<file path="config.mk">
export PLATFORM = sky130hd
export DESIGN_NAME = gray_fifo
export DESIGN_NICKNAME = d
export VERILOG_FILES = /design/src/rtl/gray_fifo_pkg.sv /design/src/rtl/gray_ptr.sv /design/src/rtl/gray_fifo.sv
export SDC_FILE = /design/constraint.sdc
export NUM_CORES = 1
export LEC_CHECK = 0
export CORE_MARGIN = 1.5
export CORE_UTILIZATION = 45
export DETAILED_ROUTE_END_ITERATION = 6
export PLACE_DENSITY = 0.71
export SLEW_MARGIN = 20
export SYNTH_ARGS = -nofsm -noshare
export SYNTH_HDL_FRONTEND = slang
export SYNTH_SLANG_ARGS = --single-unit
</file>
<file path="constraint.sdc">
create_clock -name clk -period 2 [get_ports clk]
set_input_delay 0.2 -clock clk [delete_from_list [all_inputs] [get_ports clk]]
set_output_delay 0.2 -clock clk [all_outputs]
set_load 0.02 [all_outputs]
</file>
<file path="src/rtl/gray_fifo_pkg.sv">
// Shared helpers for the Gray-pointer FIFO family (single- and dual-clock variants).
package gray_fifo_pkg;

  localparam int unsigned GRAY_MAX_W = 32;

  function automatic logic [GRAY_MAX_W-1:0] bin2gray(input logic [GRAY_MAX_W-1:0] b);
    return b ^ (b >> 1);
  endfunction

endpackage

</file>
<file path="src/rtl/gray_ptr.sv">
// Binary/Gray pointer pair. The Gray copy is registered so that it can feed a
// synchronizer directly in the dual-clock variant.
module gray_ptr
  import gray_fifo_pkg::*;
#(
  parameter int unsigned PTR_WIDTH = 3
) (
  input  logic               clk,
  input  logic               rst_n,
  input  logic               inc,
  output logic [PTR_WIDTH:0] bin,
  output logic [PTR_WIDTH:0] gray
);

  localparam int unsigned PW = PTR_WIDTH + 1;

  logic [PTR_WIDTH:0] bin_next;

  always_comb begin
    bin_next = bin + PW'(inc);
  end

  // Gray is derived from the next binary value, so both stay in step.
  always_ff @(posedge clk) begin
    if (!rst_n) begin
      bin  <= '0;
      gray <= '0;
    end else begin
      bin  <= bin_next;
      gray <= PW'(bin2gray(GRAY_MAX_W'(bin_next)));
    end
  end

endmodule

</file>
<file path="src/rtl/gray_fifo.sv">
// Single-clock FIFO with Gray-coded pointers, full/empty flags and registered
// overflow/underflow pulses. Reference for the dual-clock pointer logic.
module gray_fifo
  import gray_fifo_pkg::*;
#(
  parameter int unsigned WIDTH     = 8,
  parameter int unsigned DEPTH     = 8,
  parameter int unsigned PTR_WIDTH = $clog2(DEPTH)
) (
  input  logic             clk,
  input  logic             rst_n,
  input  logic             wr_en,
  input  logic [WIDTH-1:0] wdata,
  input  logic             rd_en,
  output logic [WIDTH-1:0] rdata,
  output logic             full,
  output logic             empty,
  output logic             overflow,
  output logic             underflow
);

  logic [WIDTH-1:0]   mem [DEPTH];
  logic [PTR_WIDTH:0] wbin, wgray, rbin, rgray;
  logic               do_wr, do_rd;
  logic               unused_ptr_msb;

  always_comb begin
    do_wr          = wr_en && !full;
    do_rd          = rd_en && !empty;
    unused_ptr_msb = wbin[PTR_WIDTH] ^ rbin[PTR_WIDTH];
  end

  gray_ptr #(.PTR_WIDTH(PTR_WIDTH)) u_wptr (
    .clk   (clk),
    .rst_n (rst_n),
    .inc   (do_wr),
    .bin   (wbin),
    .gray  (wgray)
  );

  gray_ptr #(.PTR_WIDTH(PTR_WIDTH)) u_rptr (
    .clk   (clk),
    .rst_n (rst_n),
    .inc   (do_rd),
    .bin   (rbin),
    .gray  (rgray)
  );

  always_comb begin
    empty = (wgray == rgray);
  end

  // Full: Gray pointers differ only in their top two bits. With a 1-bit
  // address both pointer bits are "top" bits, so the whole word is inverted.
  if (PTR_WIDTH == 1) begin : g_full_w1
    always_comb begin
      full = (wgray == ~rgray);
    end
  end else begin : g_full_wn
    always_comb begin
      full = (wgray == {~rgray[PTR_WIDTH:PTR_WIDTH-1], rgray[PTR_WIDTH-2:0]});
    end
  end

  // Storage is not reset; a write during reset is ignored.
  always_ff @(posedge clk) begin
    if (rst_n && do_wr) begin
      mem[wbin[PTR_WIDTH-1:0]] <= wdata;
    end
  end

  always_ff @(posedge clk) begin
    if (!rst_n) begin
      rdata     <= '0;
      overflow  <= 1'b0;
      underflow <= 1'b0;
    end else begin
      overflow  <= wr_en && full;
      underflow <= rd_en && empty;
      if (do_rd) begin
        rdata <= mem[rbin[PTR_WIDTH-1:0]];
      end
    end
  end

endmodule

</file>
======== Word level (Yosys, flattened, before mapping) ========
Memories as Yosys holds them, arrays and structs flattened. A register that Yosys moved wholly into a read port is not among the register bits.
Cells that the tools add are included.
word-level totals
  flip-flop bits (word level) ............. 18
  bits in writable memories ............... 64
  bits of input ports ..................... 12
  output and inout port bits .............. 12
  memories ................................ 1
operators by class
  add/sub/neg operators ................... 2
  equal/unequal tests ..................... 2
  muxes and demuxes ....................... 2
  bitwise logic cells ..................... 3
  reductions and logical operators ........ 8
memory list
  name  words  bits a word  rd ports  clocked after Yosys merged registers in  write ports  RTL line         text
  mem   8      8            1         1                                        1            gray_fifo.sv:22  logic [WIDTH-1:0] mem [DEPTH];
operators with widths
  cell                  number
  adder 4 x 1 -> 4 bit  2
  equality test 4 bit   2
  XOR 4 x 3 -> 4 bit    2
  logical AND 1 bit     5
  zero test 1 bit       3
  2-to-1 mux 1 bit      2
  inverter 2 bit        1

======== Longest topological paths before layout ========
Gate-level depths: netlist of the first run.
  depth after elaboration ................. 7
  gate-level depth with buffers ........... 8

======== Hierarchy ========
A second synthesis of the first run with hierarchy kept.
unflattened totals
  cells, all modules ...................... 200
  area, all modules ....................... 3,492.1 um^2
by module, submodules not included
  module     times used  cells an instance  area an instance (um^2)
  gray_fifo  1           148                2,926.6
  gray_ptr   2           26                 282.8

======== Worst setup path before layout of the first run ========
OpenSTA, ideal clock, no wires.
  path kind ............................... reg-to-reg
  start point ............................. reg u_rptr.gray[3]
  end point ............................... mem mem[0][0], enable pin
  setup time .............................. 0.395 ns
  arrival time ............................ 1.691 ns
  required time ........................... 1.605 ns
  slack ................................... -0.086 ns
  stages on the path, launching flop included .. 4
  path buffers ............................ 0
  period minus slack after synthesis ...... 2.086 ns
  cells stage by stage .................... dfxtp_1 xor2_1 a41o_1 nor4_1
between the ends
  longest elaborated chain between the ends .. 7
ends and longest elaborated chain
  what                                    RTL line         text
  start: declaration                      gray_ptr.sv:12   output logic [PTR_WIDTH:0] gray
  start signal: assignment                gray_ptr.sv:30   gray <= PW'(bin2gray(GRAY_MAX_W'(bin_next)));
  inverter 2 bit                          gray_fifo.sv:61  full = (wgray == {~rgray[PTR_WIDTH:PTR_WIDTH-1], rgray[PTR_WIDTH-2:0]});
  equality test 4 bit                     gray_fifo.sv:61
  zero test 1 bit                         gray_fifo.sv:28  do_wr = wr_en && !full;
  logical AND 1 bit                       gray_fifo.sv:28
  logical AND 1 bit                       gray_fifo.sv:67  if (rst_n && do_wr) begin
  2-to-1 mux 1 bit                        gray_fifo.sv:67
  2-to-1 mux 1 bit (not written as such)  gray_fifo.sv:68  mem[wbin[PTR_WIDTH-1:0]] <= wdata;
  end: declaration                        gray_fifo.sv:22
No other way between the ends.

======== Final worst setup path of the first run ========
  start point ............................. reg u_wptr.gray[0]
  end point ............................... out empty
between the ends
  longest elaborated chain between the ends .. 1
ends and longest elaborated chain
  what                      RTL line         text
  start: declaration        gray_ptr.sv:12
  start signal: assignment  gray_ptr.sv:30
  equality test 4 bit       gray_fifo.sv:50  empty = (wgray == rgray);
  end: declaration          gray_fifo.sv:17  output logic empty,
No other way between the ends.

==> impl_metrics.yaml, run 1 <==
setup_path:
  start_kind: "flip-flop"
  arrival_ns: 1.68
  regToRegStartpoint: "u_wptr.gray[0]"
  end_kind: "output pin"
  critPathKind: "flip-flop to output pin"
  worst-path-max-fanout: 4
  startpoint: "u_wptr.gray[0]"
  cp_data_required_time_ns: 1.80
detailed_routing:
  drtAntennaViolNets: 0
  route.detailed.drc: 0
  first_pass_iters: 4
  vias: 1852
  viasPerCell: 5.23
  routed_wl_um: 6320
  wl_per_cell_um: 17.9
  dr.first_iter.drc_count: 90
timing:
  tightest_slew_ns: 0.449
  fin_crit_ns: 1.88
  setup_viol: 0
  timing.final.ws_setup_ns: 0.121
  fin_skew_ns: 0.00912
  fmax_mhz: 532
  period_share_pct: 94.0
  rsz0062_at_grt: "no"
  max_slew_margin_pct: 70.0
  hold_viol_final: 0
  finalMaxSlewViolations: 0
worst_hold_path:
  hold_path_class: "input pin to flip-flop"
  hp-start: "wr_en"
finish:
  num-nets-final: 266
  antenna_cells: 0
  utilization_pct: 56.8
  multi_input_comb_area_sq_um: 1030
  seqCellArea_sq_um: 2410
  n_fill_cell: 578
  drive_above_1_share_pct: 22.0
  area_delta_synth_final_pct: 20.6
synth:
  synth_top_area_cell: "edfxtp_1"
  synth.distinct_cells: 27
  synth_area_leaders: "edfxtp_1 (55%), dfxtp_1 (14%), mux4_2 (6.5%)"
  synth_edf_count: 64
  syn_area_sq_um: 3470
  synth_top_cell_area_share_pct: 55.4
  async_flop_share_pct: 0
  ys_ff_latch: 88
  avgSynthCellArea_sq_um: 17.1
  yosysWarnings: 0
  syn_nets: 219
  synthFlopType: "edfxtp_1"
  synth_cells: 203
  seq_area_frac_synth_pct: 69.2
grt:
  grt_use_met1_pct: 22.6
  antenna_found_initial: 0
  gr-usage-all-layers_pct: 17.0
  grt_pass1_wl_um: 10200
  overflow: 0
  grt.busiest_layer: "met2"
  use_met3_pct: 3.03
  grt_max_degree: 24
  grt_pass1_vias: 1891
  grt_use_met2_pct: 26.9
floorplanning:
  start_util_pct: 47.1
  die_h_um: 90.8
  num_rows: 31
  core-area_sq_um: 7370
  die_w_um: 90.8
  dieArea_sq_um: 8250
  num_io_pins: 24
clock_tree:
  htreeDepth: 3
  clk_path_buf_depth: 2
  cts_tree: "done"
  cts_sinks: 88
  root_buffer: "clkbuf_8"
  numCtsBuffers: 9
  clk_pin_slew_ns: 0.09
  clock_latency_ns: 0.35
  hold_buffers: 0
placed_design:
  gp_congestion: 0.753
  hpwl_um: 3870
  place_ws_ns: -0.00240
  numPortBuffers: 23
power:
  power.leakage_nw: 1.46
  peakVddDrop_mv: 0.497
  cellPowerDensity_nw_per_um2: 1030
  total_power_mw: 4.31
job:
  max_cap_viol_count: 0
run_status:
  outcome: "complete, no violations"
## layout by cell type, fill, tap and decap left out, types with 8 or more instances in the layout
cell,count
edfxtp_1,64
clkdlybuf4s50_1,21
dfxtp_1,20
buf_4,20
nand2_1,14
and2_1,13
mux4_2,10
xor2_1,9
clkbuf_8,9
mux2i_1,8
o22ai_1,8
## cell families after synthesis
logic type / after synthesis / share of synthesized area [%]
mux: 24 / 13.3
flops: 88 / 69.2
compound gates: 13 / 2.77
fa+ha+maj: 4 / 1.44
xor+xnor: 16 / 4.04
buf+inv: 11 / 2.09
simple gates: 47 / 7.14
## stage by stage
step / cell area, sq um / hold slack [ns] / instances / setup TNS, ns
4_1_cts: 4170 / 0.440 / 353 / 0
3_3_place_gp: 3940 / 0.465 / 337 / 0
5_1_grt: 4190 / 0.469 / 354 / 0
2_1_floorplan: 3470 / 0.299 / 203 / -1.37
6_report: 4190 / 0.446 / 354 / 0
3_5_place_dp: 3940 / 0.465 / 337 / -0.00240
## report_power, final
part / total, mW / internal [mW] / switching, mW
combinational: 0.859 / 0.461 / 0.398
clock: 1.34 / 0.713 / 0.632
sequential: 2.11 / 2.05 / 0.0586
total: 4.31 / 3.22 / 1.09
## worst paths after layout
kind	to	slack [ns]	depth (start not counted)
setup / recovery	empty	0.12	5
setup reg to reg	u_wptr.gray[1]	0.13	8
hold reg to reg	rdata[1]	0.48	2
hold / removal	overflow	0.45	3
## worst max-delay path: stages (launching register included)
cell and delay, ns:
dfxtp_1 0.33, xnor2_2 0.25, buf_4 0.16, nand2_1 0.06
nor3_1 0.17, dlygate4sd2_1 0.35
## routing by layer
layer  up-vias  share of wire (%)
met1       922                 45
li1        880                  -
met4         0                2.4
met5         -                  0
met2        38                 48
met3        12                3.6
## repair_timing
item / 4_1_cts / 5_1_grt
resized for setup: 3 / 6
setup endpoints to repair: 3 / 3
pin swaps: 0 / 4
setup buffers: 0 / 1
## Yosys cell counts (all sizes together) (2+ instances only)
cell,count
a21oi,2
a41o,2
and2,13
and3b,2
buf,6
clkbuf,2
dfxtp,24
edfxtp,64
ha,4
inv,3
mux2i,8
mux4,16
nand2,14
nand2b,2
nand3,4
nor3,7
nor4,3
o22ai,8
xnor2,6
xor2,10
## sequential cells by signal, indices dropped and copies added (netlist names)
| signal | count |
|---|---|
| u_wptr.bin | 3 |
| mem | 64 |
| u_wptr.gray | 4 |
| underflow | 1 |
| u_rptr.bin | 3 |
| u_rptr.gray | 4 |
| overflow | 1 |
| rdata | 8 |
## layout make-up
| type | count | share of cell area, % |
|---|---|---|
| Multi-Input combinational cell | 104 | 24.5 |
| Inverter | 3 | 0.269 |
| Clock buffer | 10 | 3.05 |
| Timing Repair Buffer | 44 | 9.50 |
| Clock inverter | 6 | 2.21 |
| Tap cell | 99 | 2.96 |
| Sequential cell | 88 | 57.5 |
Power figures use the tool's default switching activity.
==> run 2: changes to the inputs <==
SLEW_MARGIN = unset   (was 20)
==> results of run 2 <==
Final layout, timing and power as in run 1 (identical DEF).
==> run 3: changes to the inputs <==
CORE_UTILIZATION = 40   (was 45)
PLACE_DENSITY = 0.65   (was 0.71)
==> impl_metrics.yaml, run 3 (synthesis results as in run 1) <==
run_status:
  outcome: "complete, no violations"
finish:
  drive_above_1_share_pct: 23.5
  antenna_cells: 0
  largest_reg_flops: 64
  n_fill_cell: 690
  fin_cells: 360
  num-nets-final: 266
  area_delta_synth_final_pct: 20.6
  seqCellArea_sq_um: 2410
  mostFrequentLayoutCell: "edfxtp_1"
  layout_common_cells: "edfxtp_1 (64), clkdlybuf4s50_1 (21), buf_4 (20)"
  multi_input_comb_area_sq_um: 1040
floorplanning:
  start_util_pct: 41.8
  num_io_pins: 24
  die_h_um: 96.2
  core-area_sq_um: 8300
  num_rows: 33
  die_w_um: 96.2
  dieArea_sq_um: 9250
grt:
  grt_pass1_vias: 1802
  antenna_found_initial: 0
  overflow: 0
  grt_pass1_wl_um: 9780
  gr-usage-all-layers_pct: 15.3
  grt_max_degree: 24
worst_hold_path:
  hold_path_class: "input pin to flip-flop"
setup_path:
  critPathKind: "flip-flop to output pin"
  worst-path-max-fanout: 3
  cp_data_required_time_ns: 1.80
  crit_chain: "xnor2_2 > nand4_1 > buf_4 > buf_4 > inv_1 > clkdlybuf4s15_1"
  start_kind: "flip-flop"
  end_kind: "output pin"
  cp_common_cell: "buf_4"
  cp_slowest_cell: "dfxtp_2"
  arrival_ns: 1.68
  critical-path-top-delay-family: "buffers and inverters"
  crit_buf_inv: 4
  slowest_delay_ns: 0.35
detailed_routing:
  drtAntennaViolNets: 0
  route.detailed.drc: 0
  first_pass_iters: 5
  wl_per_cell_um: 17.2
  dr.first_iter.drc_count: 134
  viasPerCell: 5.06
  vias: 1821
  routed_wl_um: 6200
power:
  cellPowerDensity_nw_per_um2: 987
  peakVddDrop_mv: 0.523
  power.leakage_nw: 1.45
placed_design:
  numPortBuffers: 23
  hpwl_um: 3790
  place_ws_ns: 0.0317
  gp_congestion: 0.746
  placedCellCount: 343
clock_tree:
  numCtsBuffers: 9
  cts_tree: "done"
  hold_buffers: 0
  clk_path_buf_depth: 2
  htreeDepth: 3
  clk_pin_slew_ns: 0.10
  clock_latency_ns: 0.35
  root_buffer: "clkbuf_8"
  cts_sinks: 88
timing:
  rsz0062_at_grt: "no"
  hold_viol_final: 0
  timing.final.ws_setup_ns: 0.124
  tightest_slew_ns: 0.424
  fmax_mhz: 533
  fin_crit_ns: 1.88
  fin_skew_ns: 0.0108
  max_slew_margin_pct: 71.7
  finalMaxSlewViolations: 0
  period_share_pct: 93.8
  tns_ns: 0
  setup_viol: 0
job:
  max_cap_viol_count: 0
[run 3: layout make-up]
type | instances | share of cell area, %
Clock buffer | 9 | 2.96
Clock inverter | 7 | 1.70
Inverter | 3 | 0.269
Multi-Input combinational cell | 104 | 24.9
Sequential cell | 88 | 57.5
Tap cell | 105 | 3.14
Timing Repair Buffer | 44 | 9.56
[run 3: what timing repair did]
item / 4_1_cts / 5_1_grt
pin swaps: 0 / 4
setup buffers: 0 / 1
setup endpoints to repair: 2 / 6
hold endpoints to repair: 0 / 0
resized for setup: 2 / 12
[run 3: report_power, final]
group          total, mW  switching [mW]  internal [mW]
Combinational      0.844           0.388          0.455
Sequential          2.11          0.0615           2.05
Clock               1.18           0.690          0.490
Total               4.13            1.14           2.99
[run 3: layer usage]
metal	part of all wire, %	track usage, %	vias up
li1	-	-	881
met1	46	20.6	875
met2	47	23.5	50
met3	4.8	4.34	15
met4	2.3	5.76	0
met5	0	0	-
[run 3: metrics by stage]
| step | total power, mW | hold WS [ns] | utilization [%] | instance area (sq um) |
|---|---|---|---|---|
| after floorplan | 2.72 | 0.299 | - | 3470 |
| after global placement | 2.99 | 0.465 | 47.6 | 3950 |
| after detailed placement | 3.00 | 0.469 | 47.6 | 3950 |
| after CTS | 4.17 | 0.429 | 49.9 | 4140 |
| after global routing | 4.33 | 0.443 | 50.5 | 4190 |
| final | 4.13 | 0.437 | 50.5 | 4190 |
[run 3: final timing paths]
kind | from | endpoint | slack, ns | cells past startpoint
min reg2reg | rdata[6] | rdata[6] | 0.48 | 2
max | u_wptr.gray[1] | full | 0.12 | 6
min | wr_en | overflow | 0.44 | 3
max reg2reg | u_wptr.gray[1] | u_wptr.gray[1] | 0.14 | 8
[run 3: tightest hold or removal path, cell delays in order]
cell,delay (ns)
clkdlybuf4s50_1,0.42
nand2_1,0.09
nor2_1,0.04
